`src/rtl/gpu_pkg.sv`:
```
// Shared core types: scheduler core state and per-thread LSU state encodings.
package gpu_pkg;

    localparam int unsigned CORE_STATE_BITS = 3;
    localparam int unsigned LSU_STATE_BITS  = 2;

    typedef enum logic [CORE_STATE_BITS-1:0] {
        CORE_IDLE    = 3'd0,
        CORE_FETCH   = 3'd1,
        CORE_DECODE  = 3'd2,
        CORE_REQUEST = 3'd3,
        CORE_WAIT    = 3'd4,
        CORE_EXECUTE = 3'd5,
        CORE_UPDATE  = 3'd6,
        CORE_DONE    = 3'd7
    } core_state_t;

    typedef enum logic [LSU_STATE_BITS-1:0] {
        LSU_IDLE       = 2'd0,
        LSU_REQUESTING = 2'd1,
        LSU_WAITING    = 2'd2,
        LSU_DONE       = 2'd3
    } lsu_state_t;

endpackage

```
`src/rtl/thread_lsu.sv`:
```
// Per-thread load/store unit: one LDR/STR per instruction against the data-memory
// controller over a valid/ready handshake; loaded byte is held on lsu_out.
module thread_lsu
    import gpu_pkg::*;
#(
    parameter int unsigned ADDR_BITS = 8,
    parameter int unsigned DATA_BITS = 8
) (
    input  logic                 clk,
    input  logic                 reset,
    input  logic                 enable,
    input  logic [2:0]           core_state,
    input  logic                 mem_read_en,
    input  logic                 mem_write_en,
    input  logic [DATA_BITS-1:0] rs_data,
    input  logic [DATA_BITS-1:0] rt_data,
    output logic                 mem_read_valid,
    output logic [ADDR_BITS-1:0] mem_read_address,
    input  logic                 mem_read_ready,
    input  logic [DATA_BITS-1:0] mem_read_data,
    output logic                 mem_write_valid,
    output logic [ADDR_BITS-1:0] mem_write_address,
    output logic [DATA_BITS-1:0] mem_write_data,
    input  logic                 mem_write_ready,
    output logic [1:0]           lsu_state,
    output logic [DATA_BITS-1:0] lsu_out
);

    lsu_state_t             r_state;
    lsu_state_t             w_next_state;
    logic                   r_is_read;
    logic                   r_read_valid;
    logic [ADDR_BITS-1:0]   r_read_address;
    logic                   r_write_valid;
    logic [ADDR_BITS-1:0]   r_write_address;
    logic [DATA_BITS-1:0]   r_write_data;
    logic [DATA_BITS-1:0]   r_lsu_out;

    core_state_t            w_core_state;
    logic                   w_start;
    logic                   w_read_done;
    logic                   w_write_done;

    assign w_core_state = core_state_t'(core_state);
    assign w_start      = (w_core_state == CORE_REQUEST) && (mem_read_en || mem_write_en);
    // Ready only counts while the matching request is outstanding.
    assign w_read_done  = r_read_valid && mem_read_ready;
    assign w_write_done = r_write_valid && mem_write_ready;

    // Next-state logic; a disabled thread freezes where it is.
    always_comb begin
        w_next_state = r_state;
        if (enable) begin
            case (r_state)
                LSU_IDLE:       if (w_start) w_next_state = LSU_REQUESTING;
                LSU_REQUESTING: w_next_state = LSU_WAITING;
                LSU_WAITING:    if (w_read_done || w_write_done) w_next_state = LSU_DONE;
                LSU_DONE:       if (w_core_state == CORE_UPDATE) w_next_state = LSU_IDLE;
                default:        w_next_state = LSU_IDLE;
            endcase
        end
    end

    // State register and request/response datapath.
    always_ff @(posedge clk) begin
        if (reset) begin
            r_state         <= LSU_IDLE;
            r_is_read       <= 1'b0;
            r_read_valid    <= 1'b0;
            r_read_address  <= '0;
            r_write_valid   <= 1'b0;
            r_write_address <= '0;
            r_write_data    <= '0;
            r_lsu_out       <= '0;
        end else begin
            r_state <= w_next_state;
            if (enable) begin
                case (r_state)
                    LSU_IDLE: begin
                        // Load wins when both enables are set.
                        if (w_start) r_is_read <= mem_read_en;
                    end
                    LSU_REQUESTING: begin
                        if (r_is_read) begin
                            r_read_address <= ADDR_BITS'(rs_data);
                            r_read_valid   <= 1'b1;
                        end else begin
                            r_write_address <= ADDR_BITS'(rs_data);
                            r_write_data    <= rt_data;
                            r_write_valid   <= 1'b1;
                        end
                    end
                    LSU_WAITING: begin
                        if (w_read_done) begin
                            r_lsu_out    <= mem_read_data;
                            r_read_valid <= 1'b0;
                        end
                        if (w_write_done) begin
                            r_write_valid <= 1'b0;
                        end
                    end
                    default: ;
                endcase
            end
        end
    end

    assign mem_read_valid    = r_read_valid;
    assign mem_read_address  = r_read_address;
    assign mem_write_valid   = r_write_valid;
    assign mem_write_address = r_write_address;
    assign mem_write_data    = r_write_data;
    assign lsu_state         = r_state;
    assign lsu_out           = r_lsu_out;

endmodule

```
`config.mk`:
```
export PLATFORM = sky130hd
export DESIGN_NAME = thread_lsu
export DESIGN_NICKNAME = d
export VERILOG_FILES = /design/src/rtl/gpu_pkg.sv /design/src/rtl/thread_lsu.sv
export SDC_FILE = /design/constraint.sdc
export NUM_CORES = 1
export LEC_CHECK = 0
export CAP_MARGIN = 30
export CORE_MARGIN = 10
export CORE_UTILIZATION = 35
export CTS_BUF_LIST = sky130_fd_sc_hd__clkbuf_8 sky130_fd_sc_hd__clkbuf_16
export DETAILED_ROUTE_END_ITERATION = 16
export PLACE_DENSITY = 0.8
export SYNTH_ARGS = -nofsm -noshare
export SYNTH_HDL_FRONTEND = slang
export SYNTH_SLANG_ARGS = --single-unit
```
`constraint.sdc`:
```
create_clock -name clk -period 1.4 [get_ports clk]
set_input_delay 0.42 -clock clk [delete_from_list [all_inputs] [get_ports clk]]
set_output_delay 0.42 -clock clk [all_outputs]
set_load 0.01 [all_outputs]
```
==> results.toml <==
[pwr]
p_leak_nw = 1.05
p_total_w = 0.00244
pwr-share-clk_pct = 45.7
switchingPower_w = 0.000508
powerDensity_nw_per_um2 = 1010
swShare_pct = 20.8
p_int_w = 0.00193
seqPwrFrac_pct = 44.1
comb_power_share_pct = 10.2
irDropWorstVdd_mv = 0.711

[setup_path]
worstPathCellList = "dlygate4sd2_1"
critPathSlowestCell = "dfxtp_1"
arrival_ps = 930
crit_required_ps = 980
start_kind = "flop"
crit_type = "reg -> out"
crit_buf_inv = 1
critPathMaxFanout = 2
slowest_delay_ps = 350
cp-end-kind = "output pin"
crit_family = "flip-flops"

[clocking]
path_clk_slew_ps = 90
numCtsBuffers = 5
h-tree-depth = 2
cts_tree = "done"
cts.sinks = 37
root_buffer = "clkbuf_8"
insertion_delay_ps = 300
cts_hold_buf = 0
cts.path.max_buffers = 2

[global_route]
grt_usage_pct = 12.4
grt_pass1_vias = 1533
grt_max_degree = 20
antenna_found_initial = 0
grt_first_pass_wirelength_um = 7390
grt-ovfl-total = 0

[run]
max-cap-violations = 0

[routing]
drt-initial-drc-count = 86
viasPerCell = 4.75
drc_errors = 0
antenna_left = 0
wl_um = 4390
routed-via-count = 1495
routedWlPerCell_um = 13.9
drt_pass1_iterations = 4

[cells_and_area]
areaGrowthSynthToFinish_pct = 65.2
antenna_cells = 0
final_cell_mix = "67 x nand2_1, 35 x dlygate4sd2_1, 35 x dfxtp_1"
nets = 302
drive_above_1_share_pct = 11.7
final_core_util_pct = 59.8
nFillCells = 379
final_common_cell = "nand2_1"

[logic_synthesis]
ys_seq_area_share_pct = 50.8
synthCells = 183
synth_area_um2 = 1460
syn_avg_cell_area_um2 = 7.97
synth_cell_types = 26
synth-seq-cells = 37
synth_nets = 221
yosys_warnings = 0

[min_path]
worst_hold_path_type = "reg -> reg"

[timing]
fmax_ghz = 0.743
finalMaxSlewViolations = 0
setup_viol = 0
period_needed_ps = 1350
hold_violations = 0
rsz0062_at_grt = "yes"
layout_worst_path_cycle_share_pct = 96.1
worst_slack_ps = 54.0
slew_headroom_pct = 76.9
finClkSkew_ps = 14.9
tightest_slew_ps = 345

[floorplan]
initial_core_util_pct = 36.2
die_area_um2 = 7150
fp-row-count = 23
die_w_um = 84.5
die_y_um = 84.5
core_area_um2 = 4030
io_pins = 70

[placed_design]
dp_hpwl_um = 3340
port_buffers = 69
place_congestion = 0.757
dp_slack_ps = -359

[outcome]
outcome = "completed"
## state kept, by name, indices dropped and copies added, names as in the netlist
name	count
mem_write_address	8
r_is_read	1
mem_read_valid	1
lsu_out	8
mem_read_address	8
mem_write_valid	1
mem_write_data	8
lsu_state	2
## final timing paths
kind	startpoint	slack [ps]	cells past startpoint	to
max	mem_read_address[7]	50	1	mem_read_address[7]
min	lsu_out[5]	450	2	lsu_out[5]
max reg2reg	lsu_state[1]	100	6	mem_write_data[4]
min reg2reg	lsu_out[5]	450	2	lsu_out[5]
## layout make-up
cell class | instances | area (um2) | area share [%]
Clock buffer | 5 | 68.8 | 2.86
Clock inverter | 3 | 68.8 | 2.86
Inverter | 3 | 11.3 | 0.468
Multi-Input combinational cell | 133 | 659 | 27.4
Sequential cell | 37 | 743 | 30.9
Tap cell | 50 | 62.6 | 2.60
Timing Repair Buffer | 84 | 795 | 33.0
## cells in the mapped netlist, drive strengths merged
| library cell | number | area, um2 |
|---|---|---|
| nand2 | 67 | 251 |
| dfxtp | 37 | 741 |
| a21oi | 34 | 170 |
| buf | 9 | 56.3 |
| nor2 | 6 | 22.5 |
| ha | 4 | 50.1 |
| and3 | 3 | 18.8 |
| inv | 3 | 11.3 |
| nand3 | 3 | 20.0 |
| nand4 | 3 | 18.8 |
| nand3b | 2 | 15.0 |
| nor3 | 2 | 10.0 |
| a21boi | 1 | 7.51 |
| a22oi | 1 | 7.51 |
| a2bb2oi | 1 | 8.76 |
| and4 | 1 | 8.76 |
| clkbuf | 1 | 3.75 |
| mux2i | 1 | 10.0 |
| nor2b | 1 | 6.26 |
| o21a | 1 | 7.51 |
| o21ai | 1 | 5.00 |
| o31ai | 1 | 7.51 |
## through the flow
stage	cells	TNS [ps]	area, um2	hold WS [ps]
after global routing	315	-65.5	2410	465
after CTS	315	0	2390	452
after detailed placement	307	-10120	2300	446
after floorplan	183	0	1460	481
after global placement	307	-10120	2300	440
final	315	0	2410	450
## repair_timing
item | CTS | global route
pin swaps | 0 | 1
buffers inserted | 0 | 0
gates resized for setup | 39 | 9
endpoints found under the hold margin | 0 | 0
endpoints found under the setup margin | 45 | 29
## metal layers
| metal | wire, um | vias to the layer above | track usage, % |
|---|---|---|---|
| li1 | - | 765 | - |
| met1 | 2040 | 667 | 14.9 |
| met2 | 1870 | 59 | 18.1 |
| met3 | 454 | 4 | 7.34 |
| met4 | 35 | 0 | 3.74 |
| met5 | 0 | - | 0 |
## cells by family after synthesis
logic type	Yosys count	synth area share (%)
and+or+nand+nor	88	25.5
AOI/OAI and AO/OA	40	14.7
DFF	37	50.8
buffers and inverters	13	4.89
adders and majority gates	4	3.43
muxes	1	0.687
## power by group through the flow
stage                     logic (W)  clock network, W  registers (W)
after floorplan           0.0000759                 0        0.00111
after global placement     0.000255                 0        0.00110
after detailed placement   0.000258                 0        0.00110
after CTS                  0.000249           0.00115        0.00108
after global routing       0.000272           0.00119        0.00108
final                      0.000248           0.00112        0.00108
Note: power is estimated with default switching activity, not from simulation.
